`config.mk`:
```
export PLATFORM = sky130hd
export DESIGN_NAME = usb_data_buffer_flat
export DESIGN_NICKNAME = d
export VERILOG_FILES = /design/src/rtl/usb_data_buffer_if.sv /design/src/rtl/usb_data_buffer.sv /design/src/flat_wrapper.sv
export SDC_FILE = /design/constraint.sdc
export NUM_CORES = 1
export LEC_CHECK = 0
export ABC_AREA = 1
export CAP_MARGIN = 15
export CORE_MARGIN = 3
export CORE_UTILIZATION = 50
export DETAILED_ROUTE_END_ITERATION = 7
export PLACE_DENSITY_LB_ADDON = 0.1
export SLEW_MARGIN = 10
export SYNTH_ARGS = -nofsm -noshare
export SYNTH_HDL_FRONTEND = slang
export SYNTH_SLANG_ARGS = --single-unit
```
`constraint.sdc`:
```
create_clock -name clk -period 3 [get_ports clk]
set_clock_uncertainty 0.1 [all_clocks]
set_input_delay 0.3 -clock clk [delete_from_list [all_inputs] [get_ports clk]]
set_output_delay 0.3 -clock clk [all_outputs]
set_load 0.02 [all_outputs]
```
`src/rtl/usb_data_buffer_if.sv`:
```
`default_nettype none
// +----------------------------------------------------------------------------+
// | Module      : usb_data_buffer_if                                           |
// | Description : Handshake/bus bundle for the shared USB data buffer.         |
// |               master modport = register block / USB stages (drivers)       |
// |               slave  modport = usb_data_buffer                             |
// |               Signals: clear, store_tx_data/tx_data, get_rx_data/rx_data,  |
// |               store_rx_packet_data/rx_packet_data,                         |
// |               get_tx_packet_data/tx_packet_data, buffer_occupancy,         |
// |               overflow, underflow.                                         |
// | Revision    : 1.0  initial release                                         |
// +----------------------------------------------------------------------------+
interface usb_data_buffer_if #(
  parameter int DEPTH = 64,
  parameter int WIDTH = 8
);
  localparam int AW = $clog2(DEPTH);

  logic             clear;
  logic             store_tx_data;
  logic [WIDTH-1:0] tx_data;
  logic             get_rx_data;
  logic [WIDTH-1:0] rx_data;
  logic             store_rx_packet_data;
  logic [WIDTH-1:0] rx_packet_data;
  logic             get_tx_packet_data;
  logic [WIDTH-1:0] tx_packet_data;
  logic [AW:0]      buffer_occupancy;
  logic             overflow;
  logic             underflow;

  modport master (
    output clear, store_tx_data, tx_data, get_rx_data,
           store_rx_packet_data, rx_packet_data, get_tx_packet_data,
    input  rx_data, tx_packet_data, buffer_occupancy, overflow, underflow
  );

  modport slave (
    input  clear, store_tx_data, tx_data, get_rx_data,
           store_rx_packet_data, rx_packet_data, get_tx_packet_data,
    output rx_data, tx_packet_data, buffer_occupancy, overflow, underflow
  );
endinterface
`default_nettype wire

```
`src/rtl/usb_data_buffer.sv`:
```
`default_nettype none
// +----------------------------------------------------------------------------+
// | Module      : usb_data_buffer                                              |
// | Description : Shared DEPTH x WIDTH circular buffer between the AHB-lite    |
// |               register block and the USB RX/TX packet stages.              |
// |               Ports: clk, rst (sync, active-high), bus (slave modport of   |
// |               usb_data_buffer_if: push/pop strobes and bytes, show-ahead   |
// |               head outputs, occupancy, sticky error flags).                |
// |               Optional feature macro USB_DATA_BUFFER_ERR_FLAGS_EN enables  |
// |               the sticky overflow/underflow flags; otherwise they read 0.  |
// | Revision    : 1.0  initial release                                         |
// +----------------------------------------------------------------------------+
module usb_data_buffer #(
  parameter int DEPTH = 64,
  parameter int WIDTH = 8
) (
  input wire               clk,
  input wire               rst,
  usb_data_buffer_if.slave bus
);
  localparam int          AW      = $clog2(DEPTH);
  localparam logic [AW:0] PTR_ONE = {{AW{1'b0}}, 1'b1};

  // Storage has no reset; only the pointers define what is valid.
  logic [WIDTH-1:0] mem [DEPTH];

  logic [AW:0]      wptr_q, wptr_d;
  logic [AW:0]      rptr_q, rptr_d;
  logic [AW:0]      occ_q, occ_d;

  logic             w_full, w_empty;
  logic             w_push, w_pop;
  logic             w_do_push, w_do_pop;
  logic             w_we;
  logic [WIDTH-1:0] w_wdata;
  logic [WIDTH-1:0] w_head;

  assign w_full  = (wptr_q[AW-1:0] == rptr_q[AW-1:0]) && (wptr_q[AW] != rptr_q[AW]);
  assign w_empty = (wptr_q == rptr_q);

  assign w_push  = bus.store_rx_packet_data | bus.store_tx_data;
  assign w_pop   = bus.get_rx_data | bus.get_tx_packet_data;

  // USB RX wins a push collision; the AHB byte is dropped.
  assign w_wdata = bus.store_rx_packet_data ? bus.rx_packet_data : bus.tx_data;

  // A pop while full frees the slot the same cycle, so the push may proceed.
  assign w_do_pop  = w_pop & ~w_empty;
  assign w_do_push = w_push & (~w_full | w_pop);

  always_comb begin
    wptr_d = wptr_q;
    rptr_d = rptr_q;
    w_we   = 1'b0;
    if (bus.clear) begin
      wptr_d = '0;
      rptr_d = '0;
    end else begin
      if (w_do_pop) begin
        rptr_d = rptr_q + PTR_ONE;
      end
      if (w_do_push) begin
        wptr_d = wptr_q + PTR_ONE;
        w_we   = 1'b1;
      end
    end
    occ_d = wptr_d - rptr_d;
  end

  always_ff @(posedge clk) begin
    if (rst) begin
      wptr_q <= '0;
      rptr_q <= '0;
      occ_q  <= '0;
    end else begin
      wptr_q <= wptr_d;
      rptr_q <= rptr_d;
      occ_q  <= occ_d;
    end
  end

  always_ff @(posedge clk) begin
    if (w_we && !rst) begin
      mem[wptr_q[AW-1:0]] <= w_wdata;
    end
  end

  // Show-ahead head; reads as zero whenever nothing is held.
  assign w_head             = mem[rptr_q[AW-1:0]];
  assign bus.rx_data        = w_empty ? '0 : w_head;
  assign bus.tx_packet_data = w_empty ? '0 : w_head;
  assign bus.buffer_occupancy = occ_q;

`ifdef USB_DATA_BUFFER_ERR_FLAGS_EN
  logic overflow_q, overflow_d;
  logic underflow_q, underflow_d;

  always_comb begin
    overflow_d  = overflow_q;
    underflow_d = underflow_q;
    if (bus.clear) begin
      overflow_d  = 1'b0;
      underflow_d = 1'b0;
    end else begin
      // A push collision always loses a byte, even when there is room.
      if ((bus.store_rx_packet_data & bus.store_tx_data) | (w_push & w_full & ~w_pop)) begin
        overflow_d = 1'b1;
      end
      if (w_pop & w_empty) begin
        underflow_d = 1'b1;
      end
    end
  end

  always_ff @(posedge clk) begin
    if (rst) begin
      overflow_q  <= 1'b0;
      underflow_q <= 1'b0;
    end else begin
      overflow_q  <= overflow_d;
      underflow_q <= underflow_d;
    end
  end

  assign bus.overflow  = overflow_q;
  assign bus.underflow = underflow_q;
`else
  assign bus.overflow  = 1'b0;
  assign bus.underflow = 1'b0;
`endif

endmodule
`default_nettype wire

```
`src/flat_wrapper.sv`:
```
// flat-port wrapper written by rule: the top's interface ports become plain ports
module usb_data_buffer_flat 
#(
  parameter int DEPTH = 64,
  parameter int WIDTH = 8
)
  (clk, rst, bus_clear, bus_store_tx_data, bus_tx_data, bus_get_rx_data, bus_store_rx_packet_data, bus_rx_packet_data, bus_get_tx_packet_data, bus_rx_data, bus_tx_packet_data, bus_buffer_occupancy, bus_overflow, bus_underflow);
  usb_data_buffer_if #(.DEPTH(DEPTH), .WIDTH(WIDTH)) bus_i ();
  input wire clk;
  input wire rst;
  input wire logic [$bits(bus_i.clear)-1:0] bus_clear;
  input wire logic [$bits(bus_i.store_tx_data)-1:0] bus_store_tx_data;
  input wire logic [$bits(bus_i.tx_data)-1:0] bus_tx_data;
  input wire logic [$bits(bus_i.get_rx_data)-1:0] bus_get_rx_data;
  input wire logic [$bits(bus_i.store_rx_packet_data)-1:0] bus_store_rx_packet_data;
  input wire logic [$bits(bus_i.rx_packet_data)-1:0] bus_rx_packet_data;
  input wire logic [$bits(bus_i.get_tx_packet_data)-1:0] bus_get_tx_packet_data;
  output wire logic [$bits(bus_i.rx_data)-1:0] bus_rx_data;
  output wire logic [$bits(bus_i.tx_packet_data)-1:0] bus_tx_packet_data;
  output wire logic [$bits(bus_i.buffer_occupancy)-1:0] bus_buffer_occupancy;
  output wire logic [$bits(bus_i.overflow)-1:0] bus_overflow;
  output wire logic [$bits(bus_i.underflow)-1:0] bus_underflow;
  assign bus_i.clear = bus_clear;
  assign bus_i.store_tx_data = bus_store_tx_data;
  assign bus_i.tx_data = bus_tx_data;
  assign bus_i.get_rx_data = bus_get_rx_data;
  assign bus_i.store_rx_packet_data = bus_store_rx_packet_data;
  assign bus_i.rx_packet_data = bus_rx_packet_data;
  assign bus_i.get_tx_packet_data = bus_get_tx_packet_data;
  assign bus_rx_data = bus_i.rx_data;
  assign bus_tx_packet_data = bus_i.tx_packet_data;
  assign bus_buffer_occupancy = bus_i.buffer_occupancy;
  assign bus_overflow = bus_i.overflow;
  assign bus_underflow = bus_i.underflow;
  usb_data_buffer #(.DEPTH(DEPTH), .WIDTH(WIDTH)) u_core (.clk(clk), .rst(rst), .bus(bus_i));
endmodule
```
==> impl_metrics.json <==
{
  "status": "finished with violations",
  "violations": "setup timing",
  "critPathRequiredTime_ps": 2600,
  "synth_warnings": 0,
  "wl_met3_mm": 5.07,
  "arrival_ps": 2720,
  "async_flop_share": 0,
  "routed_via_density": 5.77,
  "first_pass_iters": 8,
  "clk_latency_ps": 590,
  "drive_gt1_frac": 0.222,
  "finalHoldViolCount": 0,
  "setup_ws_ps": -121,
  "fin_nets": 2079,
  "io_buffers": 45,
  "leakagePower_nw": 9.60,
  "power.total_mw": 16.6,
  "initial_core_util": 0.507,
  "ys.flop_type": "edfxtp_1",
  "r2r-start": "u_core.rptr_q[0]$_SDFF_PP0_",
  "critPathKind": "register to output port",
  "antenna_left": 0,
  "ioPinCount": 48,
  "final_area_um2": 27600,
  "cts_tree": "built",
  "cts_buffers": 53,
  "avgSynthCellArea_um2": 12.1,
  "antenna_found_initial": 0,
  "synth.distinct_cells": 37,
  "die_x_um": 215,
  "dieArea_um2": 46300,
  "setup_tns_ps": -1450,
  "top_layer": "met4",
  "maxSlewViolCount": 0,
  "cap_violations": 0,
  "grt_max_degree": 65,
  "wire_per_inst_um": 24.2,
  "drc": 0,
  "cp-end-kind": "output port",
  "wl_met2_mm": 31.3,
  "cts.sinks": 533,
  "synth_edf_count": 512,
  "die_h_um": 215,
  "r2r_slack_ps": 150,
  "drt_wl_total_mm": 64.7,
  "coreArea_um2": 43200,
  "p_per_area_nw_per_um2": 601,
  "yosysTopAreaCell": "edfxtp_1",
  "vdd_drop_max_uv": 572,
  "holdWs_ps": 452,
  "grt_pass1_wl_mm": 93.2,
  "dpl.hpwl_mm": 36.0,
  "drt_iter0_markers": 1552,
  "cp-startpoint": "u_core.rptr_q[0]$_SDFF_PP0_",
  "syn-cell-area_um2": 21900,
  "grt_pass1_vias": 14730,
  "wl_met1_mm": 26.1,
  "worst_path_max_delay_cell": "dfxtp_4",
  "worst_pin_slew_ps": 882,
  "dpl_cell_area_um2": 24300,
  "setup_viol": 16,
  "grt_overflow": 0,
  "crit_path_max_incr_delay_ps": 390,
  "timing.final.crit_share": 1.04,
  "area_growth_pct": 26.1,
  "seq_area_frac_synth": 0.722,
  "rows": 76,
  "grt_use_total": 0.268,
  "hold_class": "input pin to register",
  "h-tree-depth": 2,
  "slew_headroom": 0.412,
  "yosysTopAreaCellShare": 0.703,
  "rsz0062_at_grt": "yes",
  "crit_top_cell": "nand2_1",
  "synthCells": 1815,
  "diodes": 0,
  "startpoint_type": "register",
  "path_cells": "buf_12 > buf_12 > buf_8 > buf_16 > o21ai_2 > o21ai_1 > o211ai_1 > nand2_1 > nand2_1 > nand2_1 > inv_2 > a21oi_4 > buf_6",
  "clockBufferDepth": 3,
  "min_period_ps": 3120,
  "synth.ff_latch_count": 533,
  "gp_congestion": 0.911,
  "cts_root_buffer": "clkbuf_16",
  "clk_pin_slew_ps": 60,
  "vias": 15402,
  "min_from": "bus_clear",
  "path_max_fanout": 6,
  "max_freq_mhz": 320,
  "synthTopCellsByArea": "edfxtp_1, nor2_1, o21ai_0"
}
-- flip-flops by register name, summed over array words and instances (netlist names) --
register	cells
u_core.mem	512
u_core.wptr_q	7
u_core.bus.buffer_occupancy	7
u_core.rptr_q	7
-- placed cells by master (no fill, tap or decap), types with 17 or more instances in the layout --
cell type / netlist / layout
o211ai_1: 50 / 50
dfxtp_1: 21 / 18
o21ai_1: 1 / 46
o22ai_2: 0 / 17
o21ai_0: 274 / 217
nand2_1: 149 / 136
clkdlybuf4s50_1: 0 / 29
inv_1: 44 / 39
buf_6: 1 / 27
nor2_1: 399 / 377
o22ai_1: 74 / 57
buf_4: 10 / 178
nand3_1: 63 / 42
nand3_2: 0 / 19
buf_12: 0 / 34
a21oi_1: 32 / 20
clkbuf_16: 0 / 65
edfxtp_1: 512 / 512
-- layer usage --
metal,vias to the layer above,global-route usage
met5,-,0
met3,124,0.0472
met4,0,0.0923
met1,7563,0.366
met2,657,0.441
li1,7058,-
-- cells in the mapped netlist (all sizes together) (4+ instances only) --
library cell  count
edfxtp          512
nor2            399
o21ai           275
nand2           149
clkbuf           81
o22ai            74
nand3            63
o211ai           50
inv              47
buf              41
a21oi            32
dfxtp            21
nand4            12
o221ai           10
nor3              9
ha                8
mux2              8
xor2              6
nor4              4
or2               4
-- timing repair --
action	4_1_cts	5_1_grt
pin swaps	54	107
gates resized for setup	184	129
setup buffers	18	15
hold buffers	0	0
cloned	13	12
setup endpoints to repair	16	20
-- stage by stage --
stage | setup WS [ps] | std cells | util
after floorplan | 184 | 1816 | -
after global placement | -132 | 2520 | 0.563
after detailed placement | -181 | 2520 | 0.563
after CTS | -133 | 2645 | 0.621
after global routing | -195 | 2671 | 0.639
final | -121 | 2671 | 0.639
-- final timing paths --
path	cells after the start	endpoint
worst max-delay path	13	bus_rx_data[5]
worst max register to register	21	u_core.bus.buffer_occupancy[6]$_SDFF_PP0_
worst min-delay path	2	u_core.rptr_q[0]$_SDFF_PP0_
worst min register to register	4	u_core.rptr_q[6]$_SDFF_PP0_
-- layout make-up --
class | instances | area [um2]
sequential | 533 | 15800
fill | 3289 | 15600
multi-input combinational | 1111 | 5830
timing repair buffer | 299 | 3400
clock buffer | 65 | 1370
tap | 585 | 732
clock inverter | 29 | 267
inverter | 49 | 196
-- worst max-delay path: cells and delay by family, from the launching register on --
family	cells	cell delay, ps
simple gates	3	280
compound gates	4	600
flops	1	390
buf+inv	6	840
-- power breakdown --
group          leakage (nW)  total [mW]  switching (mW)  internal [mW]
sequential             4.77        8.26          0.0183           8.24
clock                 0.798        6.40            2.74           3.66
combinational          4.03        1.94            1.15          0.788
-- cell families (layout without fill, tap and decap cells) --
| kind of cell | count (synthesis) | in the layout | share of synthesized area |
|---|---|---|---|
| AO/OA/AOI/OAI | 444 | 444 | 0.113 |
| XOR/XNOR | 8 | 8 | 0.00320 |
| adder cells (fa/ha/maj) | 9 | 9 | 0.00549 |
| buffers and inverters | 172 | 442 | 0.0348 |
| flip-flops | 533 | 533 | 0.722 |
| multiplexers | 8 | 8 | 0.00412 |
| other | 1 | 2 | 0.000171 |
| AND/OR/NAND/NOR | 640 | 640 | 0.117 |
(Power assumes the default switching activity.)
==> RTL edit 1: new RTL, config.mk and constraints unchanged <==
The option `USB_DATA_BUFFER_ERR_FLAGS_EN` is turned on by a define.
--- a/src/rtl/usb_data_buffer.sv
+++ b/src/rtl/usb_data_buffer.sv
@@ -12,2 +12,4 @@
 // +----------------------------------------------------------------------------+
+`define USB_DATA_BUFFER_ERR_FLAGS_EN
+
 module usb_data_buffer #(
Formal check against the unedited RTL: not equivalent (Yosys sat finds a counterexample within 4 cycles, from zero or initial values and one cycle with rst high).
==> RTL edit 1 against the unedited design <==
The run still ends with negative setup slack left; wire length shrank 7.0%; sequential share of layout area is 1.9 points higher; cell area shrank 3.0%; sequential cell count increased by 2; synthesized area up 1.6%; cell count is 0.75% lower; total power is 0.54% lower; setup slack better by 19 ps; utilization is 2.4 points lower; largest cell class unchanged; largest power group unchanged.
==> RTL edit 1: results (changes against the unedited design) <==
| Metric | Value |
|---|---|
| DP Wirelength | 35800 um (-0.61%) |
| Clk_lat worst skew | 600 ps |
| Post-Syn Area | 22200 um^2 (+1.6%) |
| Plain + repair buffers | 212 (-29%) |
| Clock tree cell share of total cell area | 0.0680 (+0.00864) |
| Multi-input combinational area share | 0.219 (+0.00762) |
| Sequential area share after synthesis | 0.712 (-0.00989) |
| Main area contributors after synthesis | edfxtp_1 69%, nor2_1 5.6%, nand2_1 5.2% |
| Final Hold Vio Count | 0 (unchanged) |
| Detailed Routing Iterations Pass 1 | 5 (-3) |
| Leakage | 0.00937 uW (-2.4%) |
| Initial antenna violation count | 1 (+1) |
| Detailed Route Iter0 Violations | 1569 (+1.1%) |
| Met2 Usage GRT | 0.407 (-0.0332) |
| Fill count | 3538 (+7.6%) |
| Total Wirelength | 60200 um (-7.0%) |
| WP data arrival | 2700 ps (-20 ps) |
| Inverters | 46 (-6.1%) |
| Worst Hold Depth | 3 (+1) |
| Clock Buffer Count | 72 (+11%) |
| Clk pwr share | 0.417 (+0.031) |
| RD Place Congestion | 0.895 (-1.7%) |
| Layout cells sized above 1 | 0.187 (-0.0355) |
| Final non-clock buffer share | 0.0865 (-0.0367) |
| Status | finished, violations left |
| CTS buffer count | 55 (+3.8%) |
| Routed met1 length | 26200 um (+0.33%) |
| Mapped Nets | 1902 |
| Slew of the pin with the lowest slew margin | 853 ps (-28.5 ps) |
| Worst Path Max Fanout | 7 (+1) |
| Top cells by count, synth | 512 x edfxtp_1, 329 x nor2_1, 308 x nand2_1, 198 x o21ai_0, 83 x a21oi_1 |
| Largest register FFs | 512 (unchanged) |
| P_int | 12900 uW (+1.4%) |
| M3 GR Usage | 0.0376 (-0.00967) |
| GRT Util Overall | 0.255 (-0.0137) |
| Worst reg2reg path depth | 18 (-14%) |
| Place WS | -129 ps (+51.9 ps) |
| Synth cell types | 41 (+11%) |
| Post-DP Area | 24200 um^2 (-0.66%) |
| Failing checks | negative setup slack |
| Clock tree sinks | 535 (+0.38%) |
| Routed wl met3 | 4150 um (-18%) |
| Tot Pwr | 16500 uW (-0.54%) |
| Layout Nets | 2055 (-1.2%) |
| Met1 Usage GRT | 0.370 (+0.00370) |
| Largest vdd supply drop | 0.488 mV (-15%) |
| Met2 routed WL | 28400 um (-9.2%) |
| Vias post-DR | 15272 (-0.84%) |
| Number of synthesized flops with an enable pin | 512 (unchanged) |
| Endpoints failing setup | 16 (unchanged) |
| Global-route wire length before repair | 91000 um (-2.4%) |
| Setup ws final | -101 ps (+19.4 ps) |
| Layout area overhead | 20.4% |
| Sequential share of cell area | 0.592 (+0.0191) |
| Ant. Diodes | 1 (+1) |
| Share of power burned in registers | 0.501 (+0.004) |
| Multi-input gates | 1173 (+5.6%) |
| IO buf count | 47 (+4.4%) |
## RTL edit 1: path summary, 6_finish.rpt
check | from | to | slack [ps]
worst max register to register | u_core.rptr_q[0]$_SDFF_PP0_ | u_core.bus.buffer_occupancy[5]$_SDFF_PP0_ | 40
worst max-delay path | u_core.rptr_q[0]$_SDFF_PP0_ | bus_rx_data[7] | -100
worst min register to register | u_core.bus.underflow$_SDFFE_PP0P_ | u_core.bus.underflow$_SDFFE_PP0P_ | 370
worst min-delay path | bus_store_tx_data | u_core.bus.overflow$_SDFFE_PP0P_ | 280
## RTL edit 1: worst max-delay path, stage by stage (launching register included)
cell,delay [ps]
dfxtp_4,480
buf_12,160
buf_12,110
clkbuf_16,140
o21ai_0,80
o22ai_1,270
nand2_1,100
nand2_2,90
nand3_1,80
nand2_1,130
nand2_2,110
a21oi_4,200
buf_6,140
## RTL edit 1: kinds of logic (layout without fill, tap and decap cells)
| group | Yosys count | after routing | synth area share |
|---|---|---|---|
| and+or+nand+nor | 746 | 746 | 0.136 |
| xor gates and xnor gates | 8 | 8 | 0.00315 |
| buffers and inverters | 162 | 357 | 0.0389 |
| DFF | 535 | 535 | 0.712 |
| other | 0 | 1 | 0 |
| muxes | 8 | 8 | 0.00405 |
| adders and majority gates | 9 | 9 | 0.00540 |
| AOI/OAI and AO/OA | 402 | 402 | 0.101 |
## RTL edit 1: per-stage QoR
| step | TNS [ps] | std cells |
|---|---|---|
| after global placement | -983 | 2530 |
| final | -1010 | 2651 |
| after CTS | -715 | 2640 |
| after detailed placement | -831 | 2530 |
| after global routing | -3110 | 2650 |
| after floorplan | 0 | 1870 |
## RTL edit 1: repair_timing
item,CTS,global route
endpoints found under the setup margin,17,70
pin swaps,18,33
setup buffers,5,8
hold buffers,0,0
resized for setup,147,81
cloned,6,3
==> RTL edit 2: new RTL, same flow settings <==
Made on the original files. `WIDTH` is set to 8 in 3 places; all go to 9.
--- a/src/rtl/usb_data_buffer_if.sv
+++ b/src/rtl/usb_data_buffer_if.sv
@@ -14,3 +14,3 @@
   parameter int DEPTH = 64,
-  parameter int WIDTH = 8
+  parameter int WIDTH = 9
 );
--- a/src/rtl/usb_data_buffer.sv
+++ b/src/rtl/usb_data_buffer.sv
@@ -14,3 +14,3 @@
   parameter int DEPTH = 64,
-  parameter int WIDTH = 8
+  parameter int WIDTH = 9
 ) (
--- a/src/flat_wrapper.sv
+++ b/src/flat_wrapper.sv
@@ -4,3 +4,3 @@
   parameter int DEPTH = 64,
-  parameter int WIDTH = 8
+  parameter int WIDTH = 9
 )
Interface: changed (resized bus_rx_data, bus_rx_packet_data, bus_tx_data and bus_tx_packet_data); port bits go from 48 to 52. No check against the original RTL was run, so the function may have changed too.
==> RTL edit 2 against the unedited design <==
Cell area rose by 9.1%; setup slack got worse by 31 ps; total power rose by 10%; the run still ends with negative setup slack left; largest cell class unchanged; synthesized area rose by 11%; maximum frequency fell by 0.98%; sequential cell count rose by 64; highest routed layer unchanged; wire length rose by 5.4%; utilization fell by 0.97 points.
==> RTL edit 2: results (changes against the unedited design) <==
| Metric | Value |
|---|---|
| Min-delay worst type | input pin to flop |
| R2R setup slack | 60 ps (-90 ps) |
| Largest register FFs | 576 (+13%) |
| Placed Instances | 2702 (+7.2%) |
| Failing checks | negative setup slack |
| PostCTS Resize Cnt | 186 (+1.1%) |
| Clk_lat worst skew | 620 ps (+30 ps) |
| Hold Slack | 450 ps (-2.43 ps) |
| RD Place Congestion | 0.918 (+0.78%) |
| Layout Nets | 2223 (+6.9%) |
| CTS buffer count | 60 (+13%) |
| Routed wl met3 | 5290 um (+4.4%) |
| Syn_area_per_cell | 12.3 um^2 (+1.9%) |
| Routed met1 length | 28600 um (+9.4%) |
| Number of global-route vias before repair | 15949 (+8.3%) |
| Worst min-delay path endpoint | u_core.wptr_q[6]$_SDFF_PP0_ |
| Global-route wire length before repair | 99300 um (+6.5%) |
| GRT Util Overall | 0.261 (-0.00703) |
| Top cells by count, synth | 576 x edfxtp_1, 451 x nor2_1, 306 x o21ai_0, 117 x nand2_1, 87 x clkbuf_1 |
| Wire length per cell | 24.0 um (-1.1%) |
| Largest vdd supply drop | 0.477 mV (-17%) |
| Worst Path Max Fanout | 8 (+2) |
| Initial antenna violation count | 1 (+1) |
| Ant. Diodes | 0 (unchanged) |
| Worst Setup EP | bus_tx_packet_data[8] |
| Met2 routed WL | 31900 um (+1.8%) |
| Setup ws final | -152 ps (-31.0 ps) |
| Status | finished, violations left |
| Main area contributors after synthesis | edfxtp_1 71%, nor2_1 7.0%, o21ai_0 6.3% |
| Sequential area share after synthesis | 0.731 (+0.00879) |
| Detailed Route Iter0 Violations | 2030 (+31%) |
| Vias post-DR | 16848 (+9.4%) |
| Synth cell types | 33 (-11%) |
| IO buf count | 49 (+8.9%) |
| M3 GR Usage | 0.0438 (-0.00342) |
| Largest net degree at the start of global routing | 85 (+31%) |
| Vias per cell | 5.92 (+2.6%) |
| DP Wirelength | 38800 um (+7.8%) |
| WP data arrival | 2750 ps (+30 ps) |
| Worst Hold Depth | 3 (+1) |
| Met2 Usage GRT | 0.409 (-0.0313) |
| Endpoints failing setup | 18 (+2) |
| Critical path's largest stage delay | 440 ps (+50 ps) |
| Slew of the pin with the lowest slew margin | 903 ps (+20.9 ps) |
| Met1 Usage GRT | 0.374 (+0.00861) |
| Hold_sp | rst |
| Delay-heaviest family, CP | compound AO/OA/AOI/OAI gates |
| Worst setup startpoint | u_core.rptr_q[0]$_SDFF_PP0_ |
| Post-CTS Setup Inserts | 6 (-12) |
[RTL edit 2: logic make-up (layout without fill, tap and decap cells)]
group,after synthesis,after routing,synth area share
AND/OR/NAND/NOR,687,687,0.114
AO/OA/AOI/OAI,492,492,0.114
buffers and inverters,174,432,0.0310
XOR/XNOR,4,4,0.00144
flip-flops,597,597,0.731
multiplexers,9,9,0.00418
adder cells (fa/ha/maj),9,9,0.00495
other,1,2,0.000155
[RTL edit 2: cell type report]
type | instances | area, um^2
flip-flops and latches | 597 | 17700
multi-input cells | 1203 | 6350
repair buffers | 291 | 3210
clock inverters | 29 | 357
inverters | 36 | 149
clock buffers | 76 | 1560
fillers | 3652 | 17700
well taps | 615 | 769
[RTL edit 2: report_power, final]
part	total [uW]	internal, uW	switching [uW]
Clock	7390	4340	3050
Combinational	1670	651	1020
Sequential	9240	9230	13.8
Total	18300	14200	4090
